## src/rtl/bnn_pkg.sv

```systemverilog
// Shared constants and types for the FC classifier stage.
// Lane count, score width, the most negative score and the argmax sequencer states.
package bnn_pkg;

    localparam int FC_LANES = 10;
    localparam int FC_SW    = 10;
    localparam int IDX_W    = 4;

    localparam logic signed [FC_SW-1:0] SCORE_MIN = 10'sh200;

    typedef enum logic [1:0] {
        ST_IDLE = 2'd0,
        ST_SCAN = 2'd1,
        ST_HOLD = 2'd2
    } state_t;

endpackage

```

## src/rtl/fc_argmax_seq_if.sv

```systemverilog
// FC score input strobe and classifier result handshake bundle.
// The master side is the score producer / result consumer; the slave side is the argmax stage.
interface fc_argmax_seq_if
    import bnn_pkg::*;
#(
    parameter int SW = FC_SW
);
    logic                 in_valid;
    logic signed [SW-1:0] fc_result_0;
    logic signed [SW-1:0] fc_result_1;
    logic signed [SW-1:0] fc_result_2;
    logic signed [SW-1:0] fc_result_3;
    logic signed [SW-1:0] fc_result_4;
    logic signed [SW-1:0] fc_result_5;
    logic signed [SW-1:0] fc_result_6;
    logic signed [SW-1:0] fc_result_7;
    logic signed [SW-1:0] fc_result_8;
    logic signed [SW-1:0] fc_result_9;
    logic                 out_ready;
    logic                 out_valid;
    logic [9:0]           classes;
    logic [3:0]           classes_b;
    logic signed [SW-1:0] max_score;
    logic [SW:0]          margin;
    logic                 busy;
    logic                 overrun;

    modport master (
        output in_valid, fc_result_0, fc_result_1, fc_result_2, fc_result_3, fc_result_4,
               fc_result_5, fc_result_6, fc_result_7, fc_result_8, fc_result_9, out_ready,
        input  out_valid, classes, classes_b, max_score, margin, busy, overrun
    );

    modport slave (
        input  in_valid, fc_result_0, fc_result_1, fc_result_2, fc_result_3, fc_result_4,
               fc_result_5, fc_result_6, fc_result_7, fc_result_8, fc_result_9, out_ready,
        output out_valid, classes, classes_b, max_score, margin, busy, overrun
    );

endinterface

```

## src/rtl/argmax_step.sv

```systemverilog
// One scan step: folds a single lane score into the running (best, second, idx).
// Strict signed compares keep the earliest lane on ties.
module argmax_step
    import bnn_pkg::*;
#(
    parameter int SW = FC_SW
) (
    input  logic signed [SW-1:0]    lane,
    input  logic [IDX_W-1:0]        lane_idx,
    input  logic signed [SW-1:0]    best,
    input  logic signed [SW-1:0]    second,
    input  logic [IDX_W-1:0]        idx,
    output logic signed [SW-1:0]    best_n,
    output logic signed [SW-1:0]    second_n,
    output logic [IDX_W-1:0]        idx_n
);

    always_comb begin
        best_n   = best;
        second_n = second;
        idx_n    = idx;
        if (lane > best) begin
            second_n = best;
            best_n   = lane;
            idx_n    = lane_idx;
        end else if (lane > second) begin
            second_n = lane;
        end
    end

endmodule

```

## src/rtl/fc_argmax_seq.sv

```systemverilog
// Sequential argmax over the ten FC lane scores: capture, scan one lane per cycle,
// then hold the winner (one-hot, binary, score, margin) until the consumer takes it.
//
// state | meaning
// IDLE  | waiting for an in_valid strobe to capture a frame
// SCAN  | folding lanes 1..9 into best/second/idx, one per cycle
// HOLD  | result registers valid, waiting for out_ready
module fc_argmax_seq
    import bnn_pkg::*;
#(
    parameter int LANES = FC_LANES,
    parameter int SW    = FC_SW
) (
    input logic            clk,
    input logic            rstn,
    fc_argmax_seq_if.slave bus
);

    localparam logic [IDX_W-1:0] LAST = IDX_W'(LANES - 1);

    state_t state, state_nx;
    logic   capture, step, load_out, accept, drop;

    logic signed [SW-1:0] score_buf [LANES];
    logic signed [SW-1:0] best, second, lane, best_n, second_n;
    logic [IDX_W-1:0]     idx, idx_n, cnt;
    logic [SW:0]          diff;

    always_comb begin
        lane = (cnt <= LAST) ? score_buf[cnt] : score_buf[0];
    end

    argmax_step #(.SW(SW)) u_step (
        .lane     (lane),
        .lane_idx (cnt),
        .best     (best),
        .second   (second),
        .idx      (idx),
        .best_n   (best_n),
        .second_n (second_n),
        .idx_n    (idx_n)
    );

    // Both operands sign-extended, so the difference is non-negative and fits SW+1 bits.
    assign diff = {best_n[SW-1], best_n} - {second_n[SW-1], second_n};

    always_ff @(posedge clk or negedge rstn) begin
        if (!rstn) state <= ST_IDLE;
        else       state <= state_nx;
    end

    always_comb begin
        state_nx = state;
        capture  = 1'b0;
        step     = 1'b0;
        load_out = 1'b0;
        accept   = 1'b0;
        drop     = 1'b0;
        case (state)
            ST_IDLE: begin
                if (bus.in_valid) begin
                    capture  = 1'b1;
                    state_nx = ST_SCAN;
                end
            end
            ST_SCAN: begin
                step = 1'b1;
                drop = bus.in_valid;
                if (cnt == LAST) begin
                    load_out = 1'b1;
                    state_nx = ST_HOLD;
                end
            end
            ST_HOLD: begin
                if (bus.out_ready) begin
                    accept = 1'b1;
                    if (bus.in_valid) begin
                        capture  = 1'b1;
                        state_nx = ST_SCAN;
                    end else begin
                        state_nx = ST_IDLE;
                    end
                end else begin
                    drop = bus.in_valid;
                end
            end
            default: state_nx = ST_IDLE;
        endcase
    end

    always_ff @(posedge clk or negedge rstn) begin
        if (!rstn) begin
            for (int i = 0; i < LANES; i++) score_buf[i] <= '0;
            best          <= '0;
            second        <= '0;
            idx           <= '0;
            cnt           <= '0;
            bus.out_valid <= 1'b0;
            bus.classes   <= '0;
            bus.classes_b <= '0;
            bus.max_score <= '0;
            bus.margin    <= '0;
            bus.busy      <= 1'b0;
            bus.overrun   <= 1'b0;
        end else begin
            bus.overrun <= drop;
            bus.busy    <= (state_nx != ST_IDLE);
            if (capture) begin
                score_buf[0] <= bus.fc_result_0;
                score_buf[1] <= bus.fc_result_1;
                score_buf[2] <= bus.fc_result_2;
                score_buf[3] <= bus.fc_result_3;
                score_buf[4] <= bus.fc_result_4;
                score_buf[5] <= bus.fc_result_5;
                score_buf[6] <= bus.fc_result_6;
                score_buf[7] <= bus.fc_result_7;
                score_buf[8] <= bus.fc_result_8;
                score_buf[9] <= bus.fc_result_9;
                best         <= bus.fc_result_0;
                second       <= SCORE_MIN;
                idx          <= '0;
                cnt          <= IDX_W'(1);
            end else if (step) begin
                best   <= best_n;
                second <= second_n;
                idx    <= idx_n;
                cnt    <= cnt + IDX_W'(1);
            end
            if (load_out) begin
                bus.out_valid <= 1'b1;
                bus.classes   <= {{(LANES-1){1'b0}}, 1'b1} << idx_n;
                bus.classes_b <= idx_n;
                bus.max_score <= best_n;
                bus.margin    <= diff;
            end else if (accept) begin
                bus.out_valid <= 1'b0;
            end
        end
    end

endmodule

```

## src/flat_wrapper.sv

```systemverilog
// flat-port wrapper written by rule: the top's interface ports become plain ports
module fc_argmax_seq_flat import bnn_pkg::*;
#(
    parameter int LANES = FC_LANES,
    parameter int SW    = FC_SW
)
  (clk, rstn, bus_in_valid, bus_fc_result_0, bus_fc_result_1, bus_fc_result_2, bus_fc_result_3, bus_fc_result_4, bus_fc_result_5, bus_fc_result_6, bus_fc_result_7, bus_fc_result_8, bus_fc_result_9, bus_out_ready, bus_out_valid, bus_classes, bus_classes_b, bus_max_score, bus_margin, bus_busy, bus_overrun);
  fc_argmax_seq_if #(.SW(SW)) bus_i ();
  input logic clk;
  input logic rstn;
  input wire logic [$bits(bus_i.in_valid)-1:0] bus_in_valid;
  input wire logic [$bits(bus_i.fc_result_0)-1:0] bus_fc_result_0;
  input wire logic [$bits(bus_i.fc_result_1)-1:0] bus_fc_result_1;
  input wire logic [$bits(bus_i.fc_result_2)-1:0] bus_fc_result_2;
  input wire logic [$bits(bus_i.fc_result_3)-1:0] bus_fc_result_3;
  input wire logic [$bits(bus_i.fc_result_4)-1:0] bus_fc_result_4;
  input wire logic [$bits(bus_i.fc_result_5)-1:0] bus_fc_result_5;
  input wire logic [$bits(bus_i.fc_result_6)-1:0] bus_fc_result_6;
  input wire logic [$bits(bus_i.fc_result_7)-1:0] bus_fc_result_7;
  input wire logic [$bits(bus_i.fc_result_8)-1:0] bus_fc_result_8;
  input wire logic [$bits(bus_i.fc_result_9)-1:0] bus_fc_result_9;
  input wire logic [$bits(bus_i.out_ready)-1:0] bus_out_ready;
  output wire logic [$bits(bus_i.out_valid)-1:0] bus_out_valid;
  output wire logic [$bits(bus_i.classes)-1:0] bus_classes;
  output wire logic [$bits(bus_i.classes_b)-1:0] bus_classes_b;
  output wire logic [$bits(bus_i.max_score)-1:0] bus_max_score;
  output wire logic [$bits(bus_i.margin)-1:0] bus_margin;
  output wire logic [$bits(bus_i.busy)-1:0] bus_busy;
  output wire logic [$bits(bus_i.overrun)-1:0] bus_overrun;
  assign bus_i.in_valid = bus_in_valid;
  assign bus_i.fc_result_0 = bus_fc_result_0;
  assign bus_i.fc_result_1 = bus_fc_result_1;
  assign bus_i.fc_result_2 = bus_fc_result_2;
  assign bus_i.fc_result_3 = bus_fc_result_3;
  assign bus_i.fc_result_4 = bus_fc_result_4;
  assign bus_i.fc_result_5 = bus_fc_result_5;
  assign bus_i.fc_result_6 = bus_fc_result_6;
  assign bus_i.fc_result_7 = bus_fc_result_7;
  assign bus_i.fc_result_8 = bus_fc_result_8;
  assign bus_i.fc_result_9 = bus_fc_result_9;
  assign bus_i.out_ready = bus_out_ready;
  assign bus_out_valid = bus_i.out_valid;
  assign bus_classes = bus_i.classes;
  assign bus_classes_b = bus_i.classes_b;
  assign bus_max_score = bus_i.max_score;
  assign bus_margin = bus_i.margin;
  assign bus_busy = bus_i.busy;
  assign bus_overrun = bus_i.overrun;
  fc_argmax_seq #(.LANES(LANES), .SW(SW)) u_core (.clk(clk), .rstn(rstn), .bus(bus_i));
endmodule
```

## config.mk

```make
export PLATFORM = sky130hd
export DESIGN_NAME = fc_argmax_seq_flat
export DESIGN_NICKNAME = d
export VERILOG_FILES = /design/src/rtl/bnn_pkg.sv /design/src/rtl/fc_argmax_seq_if.sv /design/src/rtl/argmax_step.sv /design/src/rtl/fc_argmax_seq.sv /design/src/flat_wrapper.sv
export SDC_FILE = /design/constraint.sdc
export NUM_CORES = 1
export LEC_CHECK = 0
export ABC_AREA = 1
export BUFFER_PORTS_ARGS = -buffer_cell sky130_fd_sc_hd__buf_4
export CAP_MARGIN = 20
export CORE_UTILIZATION = 58
export DETAILED_ROUTE_END_ITERATION = 16
export PLACE_DENSITY = 0.81
export SLEW_MARGIN = 20
export SYNTH_ARGS = -nofsm -noshare
export SYNTH_HDL_FRONTEND = slang
export SYNTH_SLANG_ARGS = --single-unit
```

## constraint.sdc

```tcl
create_clock -name clk -period 6.1 [get_ports clk]
set_input_delay 0.915 -clock clk [delete_from_list [all_inputs] [get_ports clk]]
set_output_delay 0.915 -clock clk [all_outputs]
set_load 0.1 [all_outputs]
```

==> summary.md <==
| Metric | Value |
|---|---|
| Multiplexer share of the synthesized area | 0 |
| Vias in the first global route | 7967 |
| Critical path's largest stage delay | between 500 and 600 ps |
| Outcome | finished clean |
| Max_cap viols | 0 |
| Post-Synthesis Cells | 1195 |
| Gpl congestion | just over 0.9 |
| DP HPWL | around 17000 um |
| First-pass GRT wire length | 39500 um |
| Crit path from | u_core.cnt[0] |
| Final slew viol count | 0 |
| Yosys reg bits | 168 |
| Async SR Flop Fraction | 1.00 |
| Critical path's top delay family | simple AND/OR/NAND/NOR gates |
| Row count | 45 |
| Worst-margin pin slew | ~850 ps |
| Net Count, Synth | between 1000 and 1500 |
| XOR/XNOR Fraction of Synth Area | 0.00287 |
| Top-area cell type share of the netlist area | 0.459 |
| Critical Path RT | 6420 ps |
| Nets | 1443 |
| CP Data Arrival Time | slightly below 6000 ps |
| Share of layout cells above drive strength 1 | 0.171 |
| Root Buffer | clkbuf_16 |
| Largest family of logic cells by synthesized area | simple AND/OR/NAND/NOR gates |
| Setup TNS | 0 ps |
| Ranking of synthesized cells by area | dfrtp_1 (46%), nand2_1 (16%), o21ai_0 (7.0%) |
| Worst Setup Start Kind | register |
| Htree depth | 4 |
| Critical path's slowest cell | dfrtp_2 |
| RSZ-0062 raised after global routing | false |
| Post-cts hold buffer count | 0 |
| IO Pins | approximately 140 |
| Clock tree sinks | about 170 |
| Clock-pin slew on the worst setup and hold paths | approximately 70 ps |
| # port buffers | roughly 140 |
| Total number of yosys warnings | 0 |
| Syn Area/Cell | 7.67 um^2 |
| Sum of buffers and inverters on the critical path | 7 |
| Skew-Pair Late Insertion Delay | ~430 ps |
| Die Span Y | 128 um |
| Gr ovfl total | 0 |
| Crit path top cell by count | nand2_1 |
| Core ar. | about 15000 um^2 |
| Setup Viol. Count Final | 0 |
| Initial antenna violation count | 0 |
| P&R area growth vs syn | 19.3% |
| Relative slew slack | 0.428 |
| Critical R2R Launch | u_core.cnt[0] |
| ANT nets after route | 0 |
| Period utilization | 0.894 |
| Initial DRC count | a little over 800 |
| Detailed Route WL | between 20000 and 25000 um |
| DRC violations left | 0 |
| CTS buffer count | 17 |
| Simple-gate share of the synthesized area | 0.248 |
| Hold crit path type | input port to async pin |
| Crit path kind | register to register |
| Die area | ~16000 um^2 |
| Vias/cell | roughly 5.5 |
| Most frequent cells in the layout | nand2_1 (389), dfrtp_1 (167), buf_4 (147), inv_1 (146), o21ai_0 (129) |
| Final min period | 5450 ps |
| Clk buf depth | 2 |
| Ys flop type | dfrtp_1 |
| Wire per inst | 15.6 um |
| Max Fclk | ~0.18 GHz |
| Compound-cell area share of the yosys netlist | 0.149 |
| Skew final | 8.62 ps |
| Final Hold Viols | 0 |
| CTS tree | done |
| Pin count of the biggest net entering global routing | 86 |
| DR vias | ~8400 |
| Post-synthesis adder-cell area fraction | 0.0459 |
| DR pass1 iterations | 6 |
| Post-synth EDFFs | 0 |
| Gr usage total | 0.312 |
| CP Capture Type | register |
| N_diodes | 0 |
| Commonest non-fill, non-tap cell in the layout | nand2_1 |
| Unique masters post-synth | 45 |
| CP Max Fanout | 49 |
| Post-Syn Area | between 9000 and 10000 um^2 |
| Synth area leader | dfrtp_1 |
| Starting Density | 0.598 |
| Die width | between 100 and 150 um |
| Seq/Total Area, Yosys | 0.459 |
-- cells by family after synthesis --
| logic type | count (synthesis) |
|---|---|
| simple gates | 534 |
| compound gates | 241 |
| buf+inv | 216 |
| flops | 168 |
| fa+ha+maj | 33 |
| xor+xnor | 3 |
-- per-stage QoR --
stage               instances  setup slack [ps]  hold WS [ps]   util  cell area [um^2]
finish                   1529               648           319  0.713             10900
global route             1529               165           323  0.713             10900
CTS                      1529               605           313  0.713             10900
detailed placement       1498               702           454  0.671             10300
global placement         1498               817           450  0.671             10300
floorplan                1195              1130           437      -              9160
-- state kept, by name, indices dropped and copies added (netlist names), 2 cells and up --
name,flops
u_core.score_buf,100
u_core.bus.margin,11
u_core.best,10
u_core.bus.classes,10
u_core.bus.max_score,10
u_core.second,10
u_core.bus.classes_b,4
u_core.cnt,4
u_core.idx,4
u_core.state,2
-- metal layers --
metal  part of all wire  track usage  wire length (um)
met1               0.47        0.457             11100
met2               0.45        0.476             10600
met3              0.072       0.0572              1720
met4              0.016       0.0893               391
met5                  0            0                 0
-- cell type report --
type / instances / area, um^2
clock buffer: 19 / 443
clock inverter: 12 / 190
fill: 1252 / 4390
inverter: 159 / 598
multi-input combinational: 811 / 4100
sequential: 168 / 4210
tap: 211 / 264
timing repair buffer: 149 / 1130
-- worst register-to-register path: cells and delay by family (launching register included) --
kind / cells / cell delay (ps)
flops: 1 / 520
simple gates: 16 / 2170
buf+inv: 7 / 960
fa+ha+maj: 3 / 1020
compound gates: 4 / 680
-- path summary, 6_finish.rpt --
kind / cells after the start / slack (ps) / endpoint
min: 1 / 320 / u_core.score_buf[88]
max reg2reg: 30 / 650 / u_core.bus.margin[10]
min in group clk: 2 / 470 / u_core.score_buf[55]
max: 30 / 650 / u_core.bus.margin[10]
min reg2reg: 2 / 470 / u_core.score_buf[55]
max in group asynchronous: 2 / 4710 / u_core.cnt[0]
-- synthesized netlist by cell type (3+ instances only) --
master      n
nand2_1   390
dfrtp_1   168
inv_1     146
o21ai_0   129
nand3_1    80
a21oi_1    44
ha_1       32
clkbuf_1   29
nor2_1     25
o21ai_1    19
o221ai_1   13
buf_2      11
o211ai_1   11
inv_2      10
buf_1       9
nand3_2     9
nand4_1     9
o22ai_1     9
nand2_2     8
buf_4       4
buf_6       3
nor2_4      3
o21ai_2     3
xor2_1      3
-- what timing repair did --
action / CTS / global route
endpoints found under the setup margin: 0 / 1
setup buffers: 0 / 0
gates resized for setup: 0 / 1
Power is not shown: default switching activity piles up to over one toggle a cycle in this logic, so the estimate is an artifact.
